[config.mk]
export PLATFORM = sky130hd
export DESIGN_NAME = uart_rx_sampler_flat
export DESIGN_NICKNAME = d
export VERILOG_FILES = /design/src/rtl/uart_rx_sampler_pkg.sv /design/src/rtl/uart_rx_sampler_if.sv /design/src/rtl/uart_rx_sampler_sync_vote.sv /design/src/rtl/uart_rx_sampler.sv /design/src/flat_wrapper.sv
export SDC_FILE = /design/constraint.sdc
export NUM_CORES = 1
export LEC_CHECK = 0
export CAP_MARGIN = 20
export CORE_MARGIN = 2
export CORE_UTILIZATION = 55
export DETAILED_ROUTE_END_ITERATION = 7
export HOLD_SLACK_MARGIN = 0.08
export PLACE_DENSITY = 0.75
export SLEW_MARGIN = 40
export SYNTH_ARGS = -nofsm -noshare
export SYNTH_HDL_FRONTEND = slang
export SYNTH_SLANG_ARGS = --single-unit
[constraint.sdc]
create_clock -name clk -period 2.1 [get_ports clk]
set_input_delay 0.42 -clock clk [delete_from_list [all_inputs] [get_ports clk]]
set_output_delay 0.42 -clock clk [all_outputs]
set_load 0.02 [all_outputs]
[src/rtl/uart_rx_sampler_pkg.sv]
// rtl/uart_rx_sampler_pkg.sv - shared FSM encoding and oversampling constants
package uart_rx_sampler_pkg;

    typedef enum logic [2:0] {
        ST_IDLE   = 3'd0,
        ST_START  = 3'd1,
        ST_DATA   = 3'd2,
        ST_PARITY = 3'd3,
        ST_STOP   = 3'd4
    } rx_state_e;

    localparam int         OVERSAMPLE = 16;
    localparam logic [3:0] SAMPLE_MID = 4'd7;
    localparam logic [3:0] SAMPLE_END = 4'd15;

endpackage

[src/rtl/uart_rx_sampler_if.sv]
// rtl/uart_rx_sampler_if.sv - host-side mode, buffer and status signals of the receiver
interface uart_rx_sampler_if;

    logic       bit8;
    logic       parity_en;
    logic       odd_n_even;
    logic       read_rx_byte;
    logic       clear_errs;
    logic [7:0] rx_data;
    logic       data_ready;
    logic       parity_err;
    logic       framing_err;
    logic       overflow;

    modport master (
        output bit8, parity_en, odd_n_even, read_rx_byte, clear_errs,
        input  rx_data, data_ready, parity_err, framing_err, overflow
    );

    modport slave (
        input  bit8, parity_en, odd_n_even, read_rx_byte, clear_errs,
        output rx_data, data_ready, parity_err, framing_err, overflow
    );

endinterface

[src/rtl/uart_rx_sampler_sync_vote.sv]
// rtl/uart_rx_sampler_sync_vote.sv - rx synchronizer plus tick-enabled 3-tap majority vote
module uart_rx_sync_vote #(
    parameter int SYNC_STAGES = 2
) (
    input  logic clk,
    input  logic reset,
    input  logic baud_clock,
    input  logic rx,
    output logic rx_s,
    output logic rx_prev,
    output logic vote
);

    logic [SYNC_STAGES-1:0] sync_q, sync_d;
    logic [2:0]             hist_q, hist_d;

    always_comb begin
        sync_d = {sync_q[SYNC_STAGES-2:0], rx};
        hist_d = hist_q;
        if (baud_clock) begin
            hist_d = {hist_q[1:0], rx_s};
        end
    end

    // Both preset high so an idle line never looks like a start edge out of reset.
    always_ff @(posedge clk) begin
        if (reset) begin
            sync_q <= '1;
            hist_q <= '1;
        end else begin
            sync_q <= sync_d;
            hist_q <= hist_d;
        end
    end

    assign rx_s    = sync_q[SYNC_STAGES-1];
    assign rx_prev = hist_q[0];
    assign vote    = (hist_q[0] & hist_q[1]) | (hist_q[0] & hist_q[2]) | (hist_q[1] & hist_q[2]);

endmodule

[src/rtl/uart_rx_sampler.sv]
// rtl/uart_rx_sampler.sv - 16x oversampled async frame receiver with one-entry byte buffer
module uart_rx_sampler
    import uart_rx_sampler_pkg::*;
#(
    parameter int SYNC_STAGES = 2,
    parameter bit RX_LEGACY   = 1'b0
) (
    input  logic              clk,
    input  logic              reset,
    input  logic              baud_clock,
    input  logic              rx,
    uart_rx_sampler_if.slave  host
);

    localparam int CNT_W = $clog2(OVERSAMPLE);

    rx_state_e        state_q, state_d;
    logic [CNT_W-1:0] samp_cnt_q, samp_cnt_d;
    logic [2:0]       bit_idx_q, bit_idx_d;
    logic [7:0]       shreg_q, shreg_d;
    logic             bit8_q, bit8_d;
    logic             parity_en_q, parity_en_d;
    logic             odd_q, odd_d;
    logic             par_bad_q, par_bad_d;
    logic [7:0]       rx_data_q, rx_data_d;
    logic             data_ready_q, data_ready_d;
    logic             parity_err_q, parity_err_d;
    logic             framing_err_q, framing_err_d;
    logic             overflow_q, overflow_d;
    logic             commit;
    logic             rx_s, rx_prev, vote;

    uart_rx_sync_vote #(.SYNC_STAGES(SYNC_STAGES)) u_sync_vote (
        .clk        (clk),
        .reset      (reset),
        .baud_clock (baud_clock),
        .rx         (rx),
        .rx_s       (rx_s),
        .rx_prev    (rx_prev),
        .vote       (vote)
    );

    always_comb begin
        state_d     = state_q;
        samp_cnt_d  = samp_cnt_q;
        bit_idx_d   = bit_idx_q;
        shreg_d     = shreg_q;
        bit8_d      = bit8_q;
        parity_en_d = parity_en_q;
        odd_d       = odd_q;
        par_bad_d   = par_bad_q;
        commit      = 1'b0;
        if (baud_clock) begin
            samp_cnt_d = samp_cnt_q + 1'b1;
            unique case (state_q)
                ST_IDLE: begin
                    samp_cnt_d = '0;
                    // Edge, not level: a held-low break cannot retrigger.
                    if (!rx_s && rx_prev) begin
                        state_d = ST_START;
                    end
                end
                ST_START: begin
                    if (samp_cnt_q == SAMPLE_MID) begin
                        samp_cnt_d = '0;
                        if (!vote) begin
                            state_d     = ST_DATA;
                            bit_idx_d   = '0;
                            shreg_d     = '0;
                            bit8_d      = host.bit8;
                            parity_en_d = host.parity_en;
                            odd_d       = host.odd_n_even;
                            par_bad_d   = 1'b0;
                        end else begin
                            state_d = ST_IDLE;
                        end
                    end
                end
                ST_DATA: begin
                    if (samp_cnt_q == SAMPLE_END) begin
                        shreg_d[bit_idx_q] = vote;
                        bit_idx_d          = bit_idx_q + 1'b1;
                        if (bit_idx_q == {2'b11, bit8_q}) begin
                            state_d = parity_en_q ? ST_PARITY : ST_STOP;
                        end
                    end
                end
                ST_PARITY: begin
                    if (samp_cnt_q == SAMPLE_END) begin
                        par_bad_d = vote ^ (^shreg_q) ^ odd_q;
                        state_d   = ST_STOP;
                    end
                end
                ST_STOP: begin
                    if (samp_cnt_q == SAMPLE_END) begin
                        commit  = 1'b1;
                        state_d = ST_IDLE;
                    end
                end
                default: state_d = ST_IDLE;
            endcase
        end
    end

    always_comb begin
        rx_data_d     = rx_data_q;
        data_ready_d  = data_ready_q;
        parity_err_d  = parity_err_q;
        framing_err_d = framing_err_q;
        overflow_d    = overflow_q;
        if (host.read_rx_byte) begin
            data_ready_d = 1'b0;
        end
        if (host.clear_errs) begin
            overflow_d = 1'b0;
            if (RX_LEGACY) begin
                parity_err_d  = 1'b0;
                framing_err_d = 1'b0;
            end
        end
        // Commit is applied last so a simultaneous clear loses to a fresh overflow.
        if (commit) begin
            rx_data_d     = bit8_q ? shreg_q : {1'b0, shreg_q[6:0]};
            data_ready_d  = 1'b1;
            parity_err_d  = (RX_LEGACY ? parity_err_d : 1'b0) | (par_bad_q & parity_en_q);
            framing_err_d = (RX_LEGACY ? framing_err_d : 1'b0) | ~vote;
            if (data_ready_q && !host.read_rx_byte) begin
                overflow_d = 1'b1;
            end
        end
    end

    always_ff @(posedge clk) begin
        if (reset) begin
            state_q       <= ST_IDLE;
            samp_cnt_q    <= '0;
            bit_idx_q     <= '0;
            shreg_q       <= '0;
            bit8_q        <= 1'b0;
            parity_en_q   <= 1'b0;
            odd_q         <= 1'b0;
            par_bad_q     <= 1'b0;
            rx_data_q     <= '0;
            data_ready_q  <= 1'b0;
            parity_err_q  <= 1'b0;
            framing_err_q <= 1'b0;
            overflow_q    <= 1'b0;
        end else begin
            state_q       <= state_d;
            samp_cnt_q    <= samp_cnt_d;
            bit_idx_q     <= bit_idx_d;
            shreg_q       <= shreg_d;
            bit8_q        <= bit8_d;
            parity_en_q   <= parity_en_d;
            odd_q         <= odd_d;
            par_bad_q     <= par_bad_d;
            rx_data_q     <= rx_data_d;
            data_ready_q  <= data_ready_d;
            parity_err_q  <= parity_err_d;
            framing_err_q <= framing_err_d;
            overflow_q    <= overflow_d;
        end
    end

    assign host.rx_data     = rx_data_q;
    assign host.data_ready  = data_ready_q;
    assign host.parity_err  = parity_err_q;
    assign host.framing_err = framing_err_q;
    assign host.overflow    = overflow_q;

endmodule
[src/flat_wrapper.sv]
// flat-port wrapper written by rule: the top's interface ports become plain ports
module uart_rx_sampler_flat import uart_rx_sampler_pkg::*;
#(
    parameter int SYNC_STAGES = 2,
    parameter bit RX_LEGACY   = 1'b0
)
  (clk, reset, baud_clock, rx, host_bit8, host_parity_en, host_odd_n_even, host_read_rx_byte, host_clear_errs, host_rx_data, host_data_ready, host_parity_err, host_framing_err, host_overflow);
  uart_rx_sampler_if host_i ();
  input  logic clk;
  input  logic reset;
  input  logic baud_clock;
  input  logic rx;
  input wire logic [$bits(host_i.bit8)-1:0] host_bit8;
  input wire logic [$bits(host_i.parity_en)-1:0] host_parity_en;
  input wire logic [$bits(host_i.odd_n_even)-1:0] host_odd_n_even;
  input wire logic [$bits(host_i.read_rx_byte)-1:0] host_read_rx_byte;
  input wire logic [$bits(host_i.clear_errs)-1:0] host_clear_errs;
  output wire logic [$bits(host_i.rx_data)-1:0] host_rx_data;
  output wire logic [$bits(host_i.data_ready)-1:0] host_data_ready;
  output wire logic [$bits(host_i.parity_err)-1:0] host_parity_err;
  output wire logic [$bits(host_i.framing_err)-1:0] host_framing_err;
  output wire logic [$bits(host_i.overflow)-1:0] host_overflow;
  assign host_i.bit8 = host_bit8;
  assign host_i.parity_en = host_parity_en;
  assign host_i.odd_n_even = host_odd_n_even;
  assign host_i.read_rx_byte = host_read_rx_byte;
  assign host_i.clear_errs = host_clear_errs;
  assign host_rx_data = host_i.rx_data;
  assign host_data_ready = host_i.data_ready;
  assign host_parity_err = host_i.parity_err;
  assign host_framing_err = host_i.framing_err;
  assign host_overflow = host_i.overflow;
  uart_rx_sampler #(.SYNC_STAGES(SYNC_STAGES), .RX_LEGACY(RX_LEGACY)) u_core (.clk(clk), .reset(reset), .baud_clock(baud_clock), .rx(rx), .host(host_i));
endmodule
==> run_results.csv, run 1 <==
group,metric,value,unit
power,seq_power_share,58.7,%
power,intPower,0.9782,mW
yosys,ys_types,49,
final_layout,drive_above_1_share,12.40,%
die,rows,21,
global_route,globalRouteOverflowTotal,0,
placement,portBuffers,20,
routing,dr_total_vias,1650,
placement,gp_congestion,0.8712,
routing,viasPerCell,5.574,
setup_path,cp_data_required_time,2.36,ns
cts,cts-resized-gates,0,
worst_hold_path,hold_path_end,"u_core.u_sync_vote.sync_q[1]",
global_route,grt_max_degree,13,
sta,whs,0.4354,ns
cts,cts_setup_buffers,0,
setup_path,reg2reg_to,"u_core.state_q[1]",
yosys,post-synth-top-area-cell,"dfxtp_1",
final_layout,areaGrowthSynthToFinish,19.68,%
sta,hold_viol,0,
sta,post-route-min-period,1.810,ns
cts,htree_levels,2,
global_route,grt_pass1_wl,7383,um
power,p_comb_share,6.4,%
sta,grt_setup_unrepaired,"no",
global_route,antenna_found_initial,0,
routing,met2WireLength,2021,um
power,power_switching,0.2931,mW
setup_path,startpoint_type,"flop",
yosys,synth-edff-count,0,
sta,maxSlewHeadroom,67.70,%
yosys,synth_nets,232,
cts,cts-root-buf,"clkbuf_4",
routing,avgRoutedWirePerCell,14.03,um
die,die-width,62.79,um
run,maxCapViolCount,0,
outcome,outcome,"complete, no violations",
power,clockPowerShare,34.8,%
die,io_pins,21,
sta,maxSlewViolCount,0,
sta,clock_skew,0.005602,ns
power,p_leak,0.8817,nW
setup_path,r2r_slack,0.29,ns
cts,cts_tree,"yes",
cts,clk_latency,0.35,ns
setup_path,r2r_start,"u_core.samp_cnt_q[0]",
cts,cts_hold_buffers,0,
yosys,synth_top_area_share,41.08,%
power,sw_frac_of_total,23.05,%
sta,finalSetupTns,0,ns
routing,wl_met3,216,um
sta,worst_slack,0.2901,ns
yosys,yosys-top-cells-area,"dfxtp_1 41%, nand2_1 6.5%, mux2i_1 5.8%, a21oi_1 4.5%, nand3_1 3.9%",
setup_path,worstPathArrival,2.07,ns
cts,clock_path_buffers,2,
worst_hold_path,hp-start,"u_core.u_sync_vote.sync_q[0]",
setup_path,crit_chain,"ha_1 -> nand3b_1 -> a41oi_1 -> buf_4 -> a21boi_1 -> a211o_1 -> nand2_1",
sta,worst_pin_slew,0.4831,ns
yosys,synthFlopType,"dfxtp_1",
die,die_area,3942,um2
yosys,avgSynthCellArea,8.600,um2
global_route,grt.total_usage,23.52,%
routing,dr.pass1.iters,4,
die,coreArea,3337,um2
yosys,syn-cell-area,1901,um2
yosys,netlist_instances,221,
setup_path,critPathMaxStageDelay,0.38,ns
setup_path,critPathSlowestCell,"dfxtp_1",
setup_path,cp_top_family,"compound AO/OA/AOI/OAI gates",
sta,fmax,552.5,MHz
die,initial_core_util,56.96,%
placement,hpwl,3191,um
routing,drtIter0Drc,66,
final_layout,fillers,276,
setup_path,criticalPathCategory,"reg -> reg",
cts,cts_buffers,5,
worst_hold_path,holdPathStages,1,
cts,cts.sinks,39,
yosys,seq_area_frac_synth,41.08,%
yosys,ys_ff_latch,39,
routing,drtAntennaViolNets,0,
power,irDropWorstVdd,0.3264,mV
setup_path,critPathBufInv,1,
yosys,synth_warnings,0,
sta,final-setup-viol-count,0,
cts,clk_pin_slew,0.12,ns
routing,routed_wl,4153,um
setup_path,crit_fanout,5,
routing,topRoutingLayerUsed,"met4",
final_layout,num_antenna_cells,0,
power,total_power,1.271,mW
global_route,grt_pass1_vias,1616,
final_layout,fin_nets,260,
worst_hold_path,hold_path.class,"reg -> reg",
power,powerDensity,558.9,nW/um2
routing,wl_met1,1825,um
yosys,async_flop_share,0,%
routing,drc,0,
die,fp.dieH,62.79,um
setup_path,cp-end-kind,"flop",
placement,place_ws,0.03497,ns
setup_path,r2r_cells,7,
sta,period_share,86.19,%
cells in the final DEF, fill, tap and decap left out, types with 3 or more instances in the layout:
master / count
a211oi_1: 3
a21oi_1: 17
buf_4: 14
clkbuf_4: 5
clkdlybuf4s50_1: 20
dfxtp_1: 39
inv_1: 7
mux2i_1: 11
nand2_1: 33
nand2b_1: 3
nand3_1: 15
nand4_1: 5
nor2_1: 16
nor2b_1: 3
nor3_1: 3
o21ai_0: 4
xnor2_1: 7
xor2_1: 4
synth_stat cells (all sizes together), types with 3 or more instances:
library cell,count
xor2,4
nor2,16
nand4,5
nand3,15
clkbuf,7
dfxtp,39
a21oi,18
nor3,3
inv,7
nand2b,3
a211oi,3
nor2b,3
nand2,34
o21ai,4
buf,6
mux2i,11
xnor2,7
cell families (layout without fill, tap and decap cells):
kind of cell	Yosys count	in the layout	synth area share, %
AND/OR/NAND/NOR	93	93	25.08
AO/OA/AOI/OAI	43	43	15.74
flip-flops	39	39	41.08
buffers and inverters	20	49	4.609
multiplexers	12	12	6.386
XOR/XNOR	11	11	5.069
adder cells (fa/ha/maj)	3	3	2.040
registers in the layout, summed over array words and instances (netlist names), 2 cells and up:
| name | flops |
|---|---|
| u_core.u_sync_vote.sync_q | 2 |
| u_core.samp_cnt_q | 4 |
| u_core.shreg_q | 8 |
| u_core.state_q | 3 |
| u_core.bit_idx_q | 3 |
| u_core.host.rx_data | 8 |
| u_core.u_sync_vote.hist_q | 3 |
per-stage QoR:
step                      util (%)  cell area, um2  std cells
after floorplan                  -            1901        221
after global placement       65.99            2202        288
after detailed placement     65.99            2202        288
after CTS                    68.17            2275        296
after global routing         68.17            2275        296
final                        68.17            2275        296
metal layers:
metal	global-route usage, %	vias to the layer above
met5	0	-
met4	8.611	0
met3	6.847	11
met2	38.31	44
met1	29.60	763
li1	-	832
worst max path at each step:
stage	startpoint	to	slack (ns)	cells past startpoint
2_1_floorplan	u_core.samp_cnt_q[0]	u_core.shreg_q[3]	0.41	6
3_3_place_gp	baud_clock	u_core.state_q[1]	0.12	7
3_5_place_dp	baud_clock	u_core.state_q[1]	0.03	7
4_1_cts	u_core.samp_cnt_q[0]	u_core.state_q[2]	0.30	6
5_1_grt	u_core.samp_cnt_q[0]	u_core.state_q[1]	0.11	7
6_report	u_core.samp_cnt_q[0]	u_core.state_q[1]	0.29	7
area by class of cell:
| cell class | instances | area [um2] | share of cell area, % |
|---|---|---|---|
| multi-input cells | 162 | 1032 | 45.38 |
| flip-flops and latches | 39 | 780.7 | 34.32 |
| repair buffers | 34 | 305.3 | 13.42 |
| clock buffers | 7 | 65.06 | 2.860 |
| well taps | 46 | 57.56 | 2.530 |
| inverters | 7 | 26.28 | 1.155 |
| clock inverters | 1 | 7.507 | 0.3300 |
power by group through the flow:
stage | combinational (mW) | sequential, mW | clock, mW
after floorplan | 0.0446 | 0.763 | 0
after global placement | 0.0787 | 0.763 | 0
after detailed placement | 0.0813 | 0.764 | 0
after CTS | 0.0818 | 0.747 | 0.449
after global routing | 0.0905 | 0.748 | 0.479
final | 0.0819 | 0.747 | 0.443
worst reg2reg max path, stage by stage (launching register included):
cell,delay (ns)
dfxtp_1,0.38
ha_1,0.26
nand3b_1,0.12
a41oi_1,0.23
buf_4,0.16
a21boi_1,0.34
a211o_1,0.18
nand2_1,0.05
Note: power is estimated with default switching activity, not from simulation.
==> run 2, diff against run 1 <==
CORE_MARGIN = default   (was 2)
SLEW_MARGIN = 20   (was 40)
==> run_results.csv, run 2 (synthesis results as in run 1) <==
group,metric,value,unit
power,p_leak,0.8581,nW
cts,cts.sinks,39,
die,io_pins,21,
die,die-width,60.79,um
setup_path,cp-end-kind,"flop",
global_route,grt.met1_usage,33.16,%
die,rows,20,
placement,portBuffers,20,
sta,grt_setup_unrepaired,"no",
cts,cts-root-buf,"clkbuf_4",
final_layout,areaGrowthSynthToFinish,17.45,%
power,powerDensity,531.8,nW/um2
cts,cts_setup_buffers,0,
routing,viasPerCell,5.803,
die,initial_core_util,60.28,%
sta,maxSlewViolCount,0,
setup_path,worstPathArrival,2.10,ns
sta,finalSetupTns,0,ns
final_layout,final_common_cell,"dfxtp_1",
global_route,grt_max_degree,24,
setup_path,crit_fanout,11,
run,maxCapViolCount,0,
setup_path,criticalPathCategory,"reg -> reg",
placement,hpwl,3058,um
global_route,globalRouteMet3Util,4.904,%
global_route,grt.total_usage,24.51,%
sta,hold_viol,0,
sta,worst_pin_slew,0.4868,ns
routing,avgRoutedWirePerCell,13.95,um
sta,period_share,87.43,%
routing,dr_total_vias,1683,
sta,maxSlewHeadroom,67.45,%
setup_path,startpoint_type,"flop",
placement,gp_congestion,0.9189,
cts,clk_latency,0.33,ns
routing,drtAntennaViolNets,0,
power,irDropWorstVdd,0.4221,mV
sta,clock_skew,0.01985,ns
sta,whs,0.4274,ns
global_route,grt_pass1_vias,1507,
global_route,grtUsageMet2,39.25,%
routing,drc,0,
cts,htree_levels,2,
worst_hold_path,hold_path.class,"reg -> reg",
sta,fmax,544.7,MHz
die,die_area,3695,um2
final_layout,num_antenna_cells,0,
global_route,antenna_found_initial,0,
cts,clk_pin_slew,0.11,ns
cts,cts_tree,"yes",
routing,routed_wl,4045,um
routing,drtIter0Drc,122,
die,fp.dieH,60.79,um
cts,cts-resized-gates,0,
final_layout,fin_nets,256,
die,coreArea,3153,um2
global_route,grt_pass1_wl,6775,um
cts,clock_path_buffers,2,
sta,post-route-min-period,1.836,ns
global_route,globalRouteOverflowTotal,0,
global_route,top_usage_layer,"met2",
setup_path,cp_data_required_time,2.36,ns
sta,final-setup-viol-count,0,
routing,dr.pass1.iters,4,
final_layout,final_cell_mix,"39 x dfxtp_1, 33 x nand2_1, 20 x clkdlybuf4s50_1",
cts,cts_buffers,5,
outcome,outcome,"complete, no violations",
final_layout,drive_above_1_share,10.16,%
cts,cts_hold_buffers,0,
run 2: cell count changes in the layout (fill, tap and decap cells not counted):
cell / before / now
clkbuf_1: 0 / 2
clkinv_2: 0 / 1
buf_12: 0 / 1
buf_4: 14 / 9
clkbuf_8: 2 / 0
clkinvlp_4: 1 / 0
run 2: path summary, 6_finish.rpt:
| kind | start | end | slack, ns | depth (start not counted) |
|---|---|---|---|---|
| max reg2reg | u_core.state_q[1] | u_core.bit_idx_q[0] | 0.26 | 5 |
| min | u_core.u_sync_vote.sync_q[0] | u_core.u_sync_vote.sync_q[1] | 0.43 | 1 |
| min reg2reg | u_core.u_sync_vote.sync_q[0] | u_core.u_sync_vote.sync_q[1] | 0.43 | 1 |
| max | u_core.state_q[1] | u_core.bit_idx_q[0] | 0.26 | 5 |
run 2: metrics by stage:
| step | area, um2 | cells | power [mW] | worst slack (ns) | utilization (%) |
|---|---|---|---|---|---|
| 4_1_cts | 2232 | 290 | 1.196 | 0.2909 | 70.79 |
| 2_1_floorplan | 1901 | 221 | 0.8076 | 0.4082 | - |
| 3_3_place_gp | 2182 | 282 | 0.8445 | 0.07565 | 69.21 |
| 5_1_grt | 2232 | 290 | 1.239 | 0.1211 | 70.79 |
| 6_report | 2232 | 290 | 1.187 | 0.2640 | 70.79 |
| 3_5_place_dp | 2182 | 282 | 0.8466 | 0.05992 | 69.21 |
run 2: area by class of cell:
| type | instances | area [um2] |
|---|---|---|
| inverters | 7 | 26.28 |
| multi-input cells | 162 | 1032 |
| repair buffers | 30 | 287.8 |
| fillers | 271 | 920.9 |
| flip-flops and latches | 39 | 780.7 |
| well taps | 44 | 55.05 |
| clock inverters | 1 | 5.005 |
| clock buffers | 7 | 45.04 |
run 2: power by group:
part | switching (mW) | leakage (nW) | internal (mW)
clock | 0.225 | 0.0293 | 0.131
combinational | 0.0433 | 0.514 | 0.0411
sequential | 0.00251 | 0.315 | 0.744
run 2: worst max-delay path: stages, from the launching register on:
cell and delay, ns:
dfxtp_1 0.43, nand2b_1 0.32, o31ai_4 0.40, nand2_4 0.10, or3_1 0.39, a21oi_2 0.13
run 2: metal layers:
layer | vias to the layer above | routed length (um)
met5 | - | 0
met4 | 0 | 31
met3 | 4 | 256
met2 | 73 | 1889
met1 | 784 | 1867
li1 | 822 | -
==> run 3, diff against run 2 <==
CELL_PAD_IN_SITES_DETAIL_PLACEMENT = 1   (was default)
CELL_PAD_IN_SITES_GLOBAL_PLACEMENT = 2   (was default)
CORE_UTILIZATION = 33   (was 55)
GPL_TIMING_DRIVEN = 0   (was default)
PLACE_DENSITY = 0.74   (was 0.75)
==> run_results.csv, run 3 (synthesis results as in run 1) <==
group,metric,value,unit
global_route,grt.total_usage,18.15,%
cts,cts_buffers,5,
die,initial_core_util,34.30,%
die,coreArea,5540,um2
setup_path,critPathSlowestCell,"and4b_2",
worst_hold_path,hold_path_end,"u_core.u_sync_vote.sync_q[1]",
global_route,antenna_found_initial,0,
routing,routed_wl,4962,um
worst_hold_path,hp-start,"u_core.u_sync_vote.sync_q[0]",
cts,cts-root-buf,"clkbuf_8",
final_layout,drive_above_1_share,11.51,%
placement,place_area,2191,um2
sta,grt_setup_unrepaired,"no",
setup_path,reg2reg_to,"u_core.odd_q",
global_route,grt_pass1_wl,8335,um
die,die-width,77.89,um
routing,viasPerCell,5.065,
worst_hold_path,holdPathStages,1,
final_layout,final_cell_mix,"39 x dfxtp_1, 33 x nand2_1, 20 x clkdlybuf4s50_1",
cts,clk_pin_slew,0.08,ns
setup_path,r2r_slack,0.16,ns
sta,period_share,92.58,%
setup_path,criticalPathCategory,"reg -> reg",
final_layout,fin_area,2336,um2
run,maxCapViolCount,0,
sta,worst_pin_slew,0.5584,ns
worst_hold_path,hold_path.class,"reg -> reg",
power,p_leak,0.8897,nW
cts,htree_levels,2,
power,powerDensity,629.1,nW/um2
routing,avgRoutedWirePerCell,15.31,um
power,total_power,1.470,mW
die,die_area,6067,um2
global_route,globalRouteOverflowTotal,0,
die,rows,27,
routing,dr_total_vias,1641,
routing,drc,0,
placement,hpwl,3567,um
final_layout,final_common_cell,"dfxtp_1",
sta,fmax,514.3,MHz
sta,maxSlewViolCount,0,
setup_path,cp-end-kind,"flop",
sta,clock_skew,0.007895,ns
routing,drtIter0Drc,51,
placement,gp_congestion,0.7771,
sta,worst_slack,0.1558,ns
setup_path,crit_fanout,6,
die,io_pins,21,
cts,cts.sinks,39,
final_layout,num_antenna_cells,0,
power,irDropWorstVdd,0.2569,mV
setup_path,critPathMaxStageDelay,0.39,ns
setup_path,r2r_start,"u_core.samp_cnt_q[0]",
placement,portBuffers,20,
setup_path,startpoint_type,"flop",
sta,whs,0.4216,ns
routing,dr.pass1.iters,4,
sta,hold_viol,0,
cts,clk_latency,0.30,ns
setup_path,worstPathArrival,2.12,ns
final_layout,fin_nets,262,
placement,place_ws,-0.3467,ns
global_route,grt_pass1_vias,1637,
cts,cts_tree,"yes",
setup_path,r2r_cells,6,
global_route,grt_max_degree,14,
die,fp.dieH,77.89,um
sta,final-setup-viol-count,0,
setup_path,cp_data_required_time,2.28,ns
cts,cts_hold_buffers,0,
final_layout,areaGrowthSynthToFinish,22.91,%
sta,post-route-min-period,1.944,ns
setup_path,crit_chain,"ha_1 -> and4b_2 -> nor4b_4 -> buf_4 -> mux2i_1 -> nor2_1",
routing,drtAntennaViolNets,0,
final_layout,post-route-util,42.16,%
outcome,outcome,"complete, no violations",
cts,clock_path_buffers,2,
sta,maxSlewHeadroom,62.77,%
-- run 3: cell count changes in the layout (fill, tap and decap cells not counted) --
| cell | delta |
|---|---|
| clkinv_4 | +1 |
| a41oi_2 | +1 |
| buf_2 | +4 |
| buf_4 | -4 |
| a41oi_1 | -1 |
| clkbuf_8 | +5 |
| and4b_2 | +1 |
| clkbuf_1 | +4 |
| buf_12 | -1 |
| clkbuf_2 | +1 |
| clkbuf_4 | -5 |
| and4b_1 | -1 |
| bufinv_16 | +1 |
-- run 3: area by class of cell --
cell class	instances	area, um2
sequential	39	780.7
clock buffer	5	68.82
clock inverter	3	43.79
fill	668	3204
timing repair buffer	23	222.7
buffer	13	62.56
multi-input combinational	162	1041
tap	72	90.09
inverter	7	26.28
-- run 3: what timing repair did --
item,in CTS,in global routing
buffers inserted,3,0
gates resized for setup,1,2
setup endpoints to repair,7,13
-- run 3: where the power goes --
part	internal [mW]	switching, mW	total (mW)
registers	0.743	0.00288	0.746
clock network	0.354	0.290	0.644
logic	0.0325	0.0465	0.0790
-- run 3: routing by layer --
metal,vias to the layer above,global-route usage [%],routed length [um]
met5,-,0,0
met4,0,7.407,72
met3,6,4.471,163
met2,28,27.35,2107
met1,771,24.68,2619
li1,836,-,-
-- run 3: worst max-delay path by stage --
stage | start | to | slack, ns | cells after the start
after floorplan | u_core.samp_cnt_q[0] | u_core.shreg_q[3] | 0.41 | 6
after global placement | baud_clock | u_core.shreg_q[3] | -0.36 | 6
after detailed placement | baud_clock | u_core.shreg_q[3] | -0.35 | 6
after CTS | u_core.samp_cnt_q[0] | u_core.odd_q | 0.06 | 6
after global routing | u_core.samp_cnt_q[0] | u_core.state_q[1] | 0.02 | 6
final | u_core.samp_cnt_q[0] | u_core.odd_q | 0.16 | 6
-- run 3: stage by stage --
step / cells / TNS [ns]
final: 324 / 0
after detailed placement: 313 / -5.583
after global placement: 313 / -5.630
after CTS: 324 / 0
after global routing: 324 / 0
after floorplan: 221 / 0
-- run 3: worst max-delay path: cells and delay by family (launching register included) --
family	cells	cell delay, ns
simple gates	3	0.80
fa+ha+maj	1	0.28
buf+inv	1	0.19
flops	1	0.38
mux	1	0.17
